## config.mk

```make
export PLATFORM = sky130hd
export DESIGN_NAME = adder_result_collector_flat
export DESIGN_NICKNAME = d
export VERILOG_FILES = /design/src/rtl/adder_pipe_pkg.sv /design/src/rtl/adder_result_collector_if.sv /design/src/rtl/result_fifo.sv /design/src/rtl/adder_result_collector.sv /design/src/flat_wrapper.sv
export SDC_FILE = /design/constraint.sdc
export NUM_CORES = 1
export LEC_CHECK = 0
export ABC_CLOCK_PERIOD_IN_PS = 2500
export CAP_MARGIN = 10
export CORE_MARGIN = 5
export CORE_UTILIZATION = 30
export DETAILED_ROUTE_END_ITERATION = 10
export GPL_ROUTABILITY_DRIVEN = 0
export PLACE_DENSITY = 0.52
export SETUP_SLACK_MARGIN = 0.05
export SYNTH_ARGS = -nofsm -noshare
export SYNTH_HDL_FRONTEND = slang
export SYNTH_HIERARCHICAL = 1
export SYNTH_SLANG_ARGS = --single-unit
```

## constraint.sdc

```tcl
create_clock -name clk -period 2.5 [get_ports clk]
set_clock_uncertainty 0.15 [all_clocks]
set_input_delay 0.25 -clock clk [delete_from_list [all_inputs] [get_ports clk]]
set_output_delay 0.25 -clock clk [all_outputs]
set_load 0.005 [all_outputs]
```

## src/rtl/adder_pipe_pkg.sv

```systemverilog
// Shared types and sizes for the 8-bit adder pipeline.
package adder_pipe_pkg;

    localparam int SUM_W         = 8;
    localparam int RESULT_W      = SUM_W + 1;
    localparam int DEFAULT_DEPTH = 4;

    typedef struct packed {
        logic             carry;
        logic [SUM_W-1:0] sum;
    } result_t;

endpackage

```

## src/rtl/adder_result_collector_if.sv

```systemverilog
// Adder-result input and consumer pop handshake of the result collector.
interface adder_result_collector_if;
    import adder_pipe_pkg::*;

    logic [SUM_W-1:0]    Sum_result;
    logic                Sum_carry;
    logic                Data_ready;
    logic                Out_read;
    logic [RESULT_W-1:0] Out_data;
    logic                Out_valid;

    modport master (
        output Sum_result, Sum_carry, Data_ready, Out_read,
        input  Out_data, Out_valid
    );

    modport slave (
        input  Sum_result, Sum_carry, Data_ready, Out_read,
        output Out_data, Out_valid
    );
endinterface

```

## src/rtl/result_fifo.sv

```systemverilog
// Generic synchronous FIFO; rd_dat is a combinational head read masked to 0 when empty.
// Latency: a push is visible after the accepting edge; a pop shows the next head after its edge.
// Backpressure: a push into a full FIFO is refused unless a pop is accepted the same cycle.
module result_fifo #(
    parameter int DEPTH = 4,
    parameter int WIDTH = 9,
    localparam int PTR_W = $clog2(DEPTH),
    localparam int LVL_W = $clog2(DEPTH) + 1
) (
    input  logic             clk,
    input  logic             reset_n,
    input  logic             wr_vld,
    input  logic [WIDTH-1:0] wr_dat,
    input  logic             rd_rdy,
    output logic [WIDTH-1:0] rd_dat,
    output logic             full,
    output logic             empty,
    output logic [LVL_W-1:0] level,
    output logic             push_acc,
    output logic             pop_acc
);

    logic [WIDTH-1:0] mem [DEPTH];
    logic [PTR_W-1:0] wr_ptr;
    logic [PTR_W-1:0] rd_ptr;

    assign empty    = (level == '0);
    assign full     = (level == LVL_W'(DEPTH));
    assign pop_acc  = rd_rdy && !empty;
    // A full FIFO still takes a push when the head leaves in the same cycle.
    assign push_acc = wr_vld && (!full || pop_acc);
    assign rd_dat   = empty ? '0 : mem[rd_ptr];

    always_ff @(posedge clk) begin
        if (push_acc) begin
            mem[wr_ptr] <= wr_dat;
        end
    end

    always_ff @(posedge clk) begin
        if (!reset_n) begin
            wr_ptr <= '0;
            rd_ptr <= '0;
            level  <= '0;
        end else begin
            if (push_acc) begin
                wr_ptr <= wr_ptr + 1'b1;
            end
            if (pop_acc) begin
                rd_ptr <= rd_ptr + 1'b1;
            end
            if (push_acc && !pop_acc) begin
                level <= level + 1'b1;
            end else if (pop_acc && !push_acc) begin
                level <= level - 1'b1;
            end
        end
    end

endmodule

```

## src/rtl/adder_result_collector.sv

```systemverilog
// Buffers qualified adder results, counts them, flags drops; optional accumulator via COLLECTOR_ACCUM_EN.
// Latency: 1 cycle from Data_ready to Out_valid/Fifo_level/Result_count/Accum_total.
// Backpressure: none toward the adder; a result arriving at a full FIFO without a pop is dropped.
module adder_result_collector
    import adder_pipe_pkg::*;
#(
    parameter int DEPTH = DEFAULT_DEPTH,
    parameter int ACC_W = 16,
    localparam int LVL_W = $clog2(DEPTH) + 1
) (
    input  logic                     clk,
    input  logic                     reset_n,
    adder_result_collector_if.slave  bus,
    input  logic                     Clear,
    output logic [LVL_W-1:0]         Fifo_level,
    output logic                     Overflow,
    output logic [7:0]               Result_count,
    output logic [ACC_W-1:0]         Accum_total,
    output logic                     Accum_wrap
);

    result_t in_res;
    logic    fifo_full;
    logic    fifo_empty;
    logic    push_acc;
    logic    pop_acc;
    logic    drop;

    assign in_res = '{carry: bus.Sum_carry, sum: bus.Sum_result};

    result_fifo #(
        .DEPTH (DEPTH),
        .WIDTH (RESULT_W)
    ) u_fifo (
        .clk      (clk),
        .reset_n  (reset_n),
        .wr_vld   (bus.Data_ready),
        .wr_dat   (in_res),
        .rd_rdy   (bus.Out_read),
        .rd_dat   (bus.Out_data),
        .full     (fifo_full),
        .empty    (fifo_empty),
        .level    (Fifo_level),
        .push_acc (push_acc),
        .pop_acc  (pop_acc)
    );

    assign bus.Out_valid = !fifo_empty;
    assign drop          = bus.Data_ready && fifo_full && !pop_acc;

    // Clear wins over counting; a coincident push still lands in the FIFO.
    always_ff @(posedge clk) begin
        if (!reset_n) begin
            Result_count <= '0;
            Overflow     <= 1'b0;
        end else if (Clear) begin
            Result_count <= '0;
            Overflow     <= 1'b0;
        end else begin
            if (push_acc) begin
                Result_count <= Result_count + 8'd1;
            end
            if (drop) begin
                Overflow <= 1'b1;
            end
        end
    end

`ifdef COLLECTOR_ACCUM_EN
    logic [ACC_W:0] acc_sum;

    assign acc_sum = {1'b0, Accum_total} + (ACC_W+1)'(in_res);

    always_ff @(posedge clk) begin
        if (!reset_n) begin
            Accum_total <= '0;
            Accum_wrap  <= 1'b0;
        end else if (Clear) begin
            Accum_total <= '0;
            Accum_wrap  <= 1'b0;
        end else if (push_acc) begin
            Accum_total <= acc_sum[ACC_W-1:0];
            Accum_wrap  <= Accum_wrap | acc_sum[ACC_W];
        end
    end
`else
    assign Accum_total = '0;
    assign Accum_wrap  = 1'b0;
`endif

endmodule

```

## src/flat_wrapper.sv

```systemverilog
// flat-port wrapper written by rule: the top's interface ports become plain ports
module adder_result_collector_flat import adder_pipe_pkg::*;
#(
    parameter int DEPTH = DEFAULT_DEPTH,
    parameter int ACC_W = 16,
    localparam int LVL_W = $clog2(DEPTH) + 1
)
  (clk, reset_n, Clear, Fifo_level, Overflow, Result_count, Accum_total, Accum_wrap, bus_Sum_result, bus_Sum_carry, bus_Data_ready, bus_Out_read, bus_Out_data, bus_Out_valid);
  adder_result_collector_if bus_i ();
  input  logic clk;
  input  logic reset_n;
  input  logic Clear;
  output logic [LVL_W-1:0] Fifo_level;
  output logic Overflow;
  output logic [7:0] Result_count;
  output logic [ACC_W-1:0] Accum_total;
  output logic Accum_wrap;
  input wire logic [$bits(bus_i.Sum_result)-1:0] bus_Sum_result;
  input wire logic [$bits(bus_i.Sum_carry)-1:0] bus_Sum_carry;
  input wire logic [$bits(bus_i.Data_ready)-1:0] bus_Data_ready;
  input wire logic [$bits(bus_i.Out_read)-1:0] bus_Out_read;
  output wire logic [$bits(bus_i.Out_data)-1:0] bus_Out_data;
  output wire logic [$bits(bus_i.Out_valid)-1:0] bus_Out_valid;
  assign bus_i.Sum_result = bus_Sum_result;
  assign bus_i.Sum_carry = bus_Sum_carry;
  assign bus_i.Data_ready = bus_Data_ready;
  assign bus_i.Out_read = bus_Out_read;
  assign bus_Out_data = bus_i.Out_data;
  assign bus_Out_valid = bus_i.Out_valid;
  adder_result_collector #(.DEPTH(DEPTH), .ACC_W(ACC_W)) u_core (.clk(clk), .reset_n(reset_n), .bus(bus_i), .Clear(Clear), .Fifo_level(Fifo_level), .Overflow(Overflow), .Result_count(Result_count), .Accum_total(Accum_total), .Accum_wrap(Accum_wrap));
endmodule
```

==> results.md <==
| Stage | Parameter | This run |
|:---|:---|:---|
| setup path | Kind of end point of the critical path | output port |
| placement | Count of port buffers added during placement | 35 |
| cts | Maximum buffer depth of the clock tree | 2 |
| power | Sw power | 811.5 uW |
| power | Net switching share of the total power | 30.30% |
| grt | Global Route met1 Usage | 10.56% |
| setup path | Crit path DAT | 1.92 ns |
| run | Max-cap violations | 0 |
| setup path | Slowest stage cell on the critical path | sky130_fd_sc_hd__mux4_2 |
| placement | HPWL reported at the end of detailed placement | 2934 um |
| power | Cell internal power dissipation | 1867 uW |
| cts | Clock-pin slew reported for the worst setup and hold paths after clock tree synthesis | 0.10 ns |
| yosys | Number of unique standard cell types used by synthesis | 34 |
| finish | Fin area | 2979 sq um |
| grt | Number of antenna violations at the first check in global routing | 0 |
| floorplanning | Area of the die | 10050 sq um |
| yosys | Top cells by instance count after synthesis | sky130_fd_sc_hd__edfxtp_1, sky130_fd_sc_hd__buf_4, sky130_fd_sc_hd__dfxtp_1, sky130_fd_sc_hd__mux4_2, sky130_fd_sc_hd__nor2b_4 |
| cts | TritonCTS clock tree | yes |
| floorplanning | Standard-cell row count | 33 |
| yosys | Most common cell in the netlist | sky130_fd_sc_hd__edfxtp_1 |
| min path | Hold Path Class | flip-flop to flip-flop |
| floorplanning | Ports | 53 |
| drt | DR iter-0 viols | 40 |
| power | Combinational fraction of design power | 38.2% |
| drt | Vias/cell | 4.114 |
| finish | Final net count | 231 |
| yosys | Cell type with the highest aggregate area in the netlist | sky130_fd_sc_hd__edfxtp_1 |
| timing | Number of slew-limit violations in the final report | 0 |
| timing | Final Setup Violations | 0 |
| cts | Clock net sink count | 54 |
| setup path | Crit path cell chain | buf_6 -> mux4_2 -> nor2b_4 -> clkdlybuf4s50_1 |
| floorplanning | Initial core utilization | 30.18% |
| drt | Wire length after detailed routing | 4214 um |
| floorplanning | Die Height | 100.2 um |
| grt | Most heavily used metal layer in global routing | met2 |
| cts | Number of buffers added to fix hold violations after cts | 0 |
| yosys | FF+latch count, synth | 54 |
| power | Worst VDD drop | 0.4768 mV |
| timing | Setup repair after global routing missed its margin | false |
| grt | Global-route wire length before repair | 6727 um |
| cts | Clock Latency Late Sink | 0.30 ns |
| timing | Post-route fraction of the period consumed by the critical path | 92.98% |
| yosys | Portion of synthesized cell area occupied by the leading cell type | 44.26% |
| grt | Via count of the first global-routing pass | 1371 |
| yosys | Post-synth EDFFs | 36 |
| power | LEAKAGE | 0.001063 uW |
| yosys | Post-synthesis cell area | 2442 sq um |
| cts | Number of buffers created by CTS | 5 |
| grt | Global-route met2 utilization | 15.04% |
| drt | Number of routed nets with antenna violations | 0 |
| power | Proportion of power drawn by the clock network | 19.4% |
| timing | Number of hold-slack violations in the final timing report | 0 |
| status | Status | complete, no violations |
| drt | Routed len/inst | 13.34 um |
| power | Total power divided by cell area | 899.1 nW/um^2 |
| setup path | Cell class contributing the biggest share of worst-path delay | buffers and inverters |
| grt | GRT Util Overall | 8.646% |
| setup path | Kind of start point of the critical path | flip-flop |
| setup path | Critical Path Max Stage Delay | 0.52 ns |
| grt | Largest net degree at the start of global routing | 20 |
| finish | Antenna diode count | 0 |
| finish | Layout overhead on the synthesized area | 21.98% |
| yosys | Share of the yosys chip area belonging to registers | 59.02% |
| finish | Ratio of cells with drive above 1 in the final layout | 18.96% |
| setup path | Crit path kind | flip-flop to output port |
| floorplanning | Die width | 100.2 um |
| setup path | CP Data Required Time | 2.10 ns |
| yosys | Post-synth ARST share | 0% |
| drt | Drt first pass iters | 4 |
| drt | DR vias | 1300 |
| cts | Root Buffer | sky130_fd_sc_hd__clkbuf_8 |
| yosys | Primary flip-flop cell chosen by synthesis mapping | sky130_fd_sc_hd__edfxtp_1 |
| power | Sequential share of power | 42.4% |
| grt | Remaining Overflow, GRT | 0 |
| setup path | Maximum net fanout on the critical path | 9 |
| cts | Number of levels the H-tree was split into | 2 |
| timing | Total negative slack for setup checks | 0 ns |
| setup path | Count of buffer and inverter cells on the critical path | 2 |
| floorplanning | Area of the placeable core | 8093 sq um |
| timing | Minimum clock period | 2.324 ns |
| placement | Cell area reported after detailed placement | 2877 sq um |
| timing | Worst Hold Slack | 0.3466 ns |
| timing | Top achievable clock speed | 430.2 MHz |
| grt | Met3 usage in global routing | 2.224% |
| yosys | Number of warning messages in the yosys log | 6 |
| yosys | Post-Syn Area per Cell | 14.54 sq um |
| yosys | Syn Inst Count | 168 |
| drt | Post-detailed-route DRC marker count | 0 |
| yosys | Top post-synthesis cells by area | sky130_fd_sc_hd__edfxtp_1, sky130_fd_sc_hd__dfxtp_1, sky130_fd_sc_hd__mux4_2, sky130_fd_sc_hd__buf_4, sky130_fd_sc_hd__nor2b_4 |
==> power groups by stage <==
stage	Combinational (uW)	Sequential, uW	Clock (uW)
floorplan	670	1130	0
global placement	1030	1150	0
detailed placement	1040	1160	0
CTS	1050	1140	551
global route	1130	1150	583
finish	1020	1130	520
==> per-layer routing <==
metal / wire length (um) / part of all wire [%]
met2: 2094 / 50
met1: 1877 / 45
met4: 38 / 0.90
met3: 203 / 4.8
met5: 0 / 0
==> registers in the layout, summed over array words and instances (netlist names), named ones only <==
signal,flops
u_core/Overflow,1
u_core/u_fifo/level,3
u_core/u_fifo/rd_ptr,2
u_core/Result_count,8
u_core/u_fifo/wr_ptr,2
u_core/u_fifo/mem,36
==> area by class of cell <==
cell class	instances	area [sq um]
fill	812	5114
sequential	54	1443
multi-input combinational	100	874.6
timing repair buffer	42	406.6
tap	105	131.4
clock buffer	5	68.82
clock inverter	3	28.78
inverter	7	26.28
==> cell families after synthesis <==
logic type	synth area share, %
AND/OR/NAND/NOR	13.63
buffers and inverters	7.889
XOR/XNOR	2.510
other	0.1535
AO/OA/AOI/OAI	2.971
multiplexers	9.938
adder cells (fa/ha/maj)	3.893
flip-flops	59.02
==> what timing repair did <==
action	in CTS	in global routing
setup buffers	0	0
resized for setup	0	2
endpoints found under the setup margin	0	2
==> cell usage in the layout (no fill, tap or decap), types with 4 or more instances in the layout <==
master,count
sky130_fd_sc_hd__and2_1,7
sky130_fd_sc_hd__buf_4,6
sky130_fd_sc_hd__clkbuf_8,5
sky130_fd_sc_hd__clkdlybuf4s50_1,35
sky130_fd_sc_hd__conb_1,17
sky130_fd_sc_hd__dfxtp_1,17
sky130_fd_sc_hd__edfxtp_1,36
sky130_fd_sc_hd__ha_1,6
sky130_fd_sc_hd__inv_1,6
sky130_fd_sc_hd__mux2i_1,4
sky130_fd_sc_hd__mux4_2,9
sky130_fd_sc_hd__nand2_1,7
sky130_fd_sc_hd__nor2_1,6
sky130_fd_sc_hd__nor2b_4,9
sky130_fd_sc_hd__o21ai_0,5
sky130_fd_sc_hd__or3_1,5
sky130_fd_sc_hd__xor2_1,4
==> metrics by stage <==
stage	cells	utilization, %	setup slack, ns	power (uW)
final	316	36.81	0.1755	2678
after global routing	316	36.81	0.08441	2861
after CTS	316	36.75	0.09548	2735
after detailed placement	308	35.54	0.02082	2196
after global placement	308	35.54	0.1172	2184
after floorplan	184	-	0.2491	1796
==> tightest hold or removal path: stages (launching register included) <==
cell                      delay, ns
sky130_fd_sc_hd__dfxtp_1       0.33
sky130_fd_sc_hd__o21ai_0       0.07
sky130_fd_sc_hd__a21oi_1       0.06
==> worst paths after layout <==
path         depth (start not counted)                endpoint                   start  slack, ns
min                                  2  u_core/Result_count[7]  u_core/Result_count[7]       0.35
max                                  4         bus_Out_data[4]               flip-flop       0.18
max reg2reg                          8  u_core/u_fifo/level[2]  u_core/u_fifo/level[1]       0.25
min reg2reg                          2  u_core/Result_count[7]  u_core/Result_count[7]       0.35
Power figures use the tool's default switching activity.
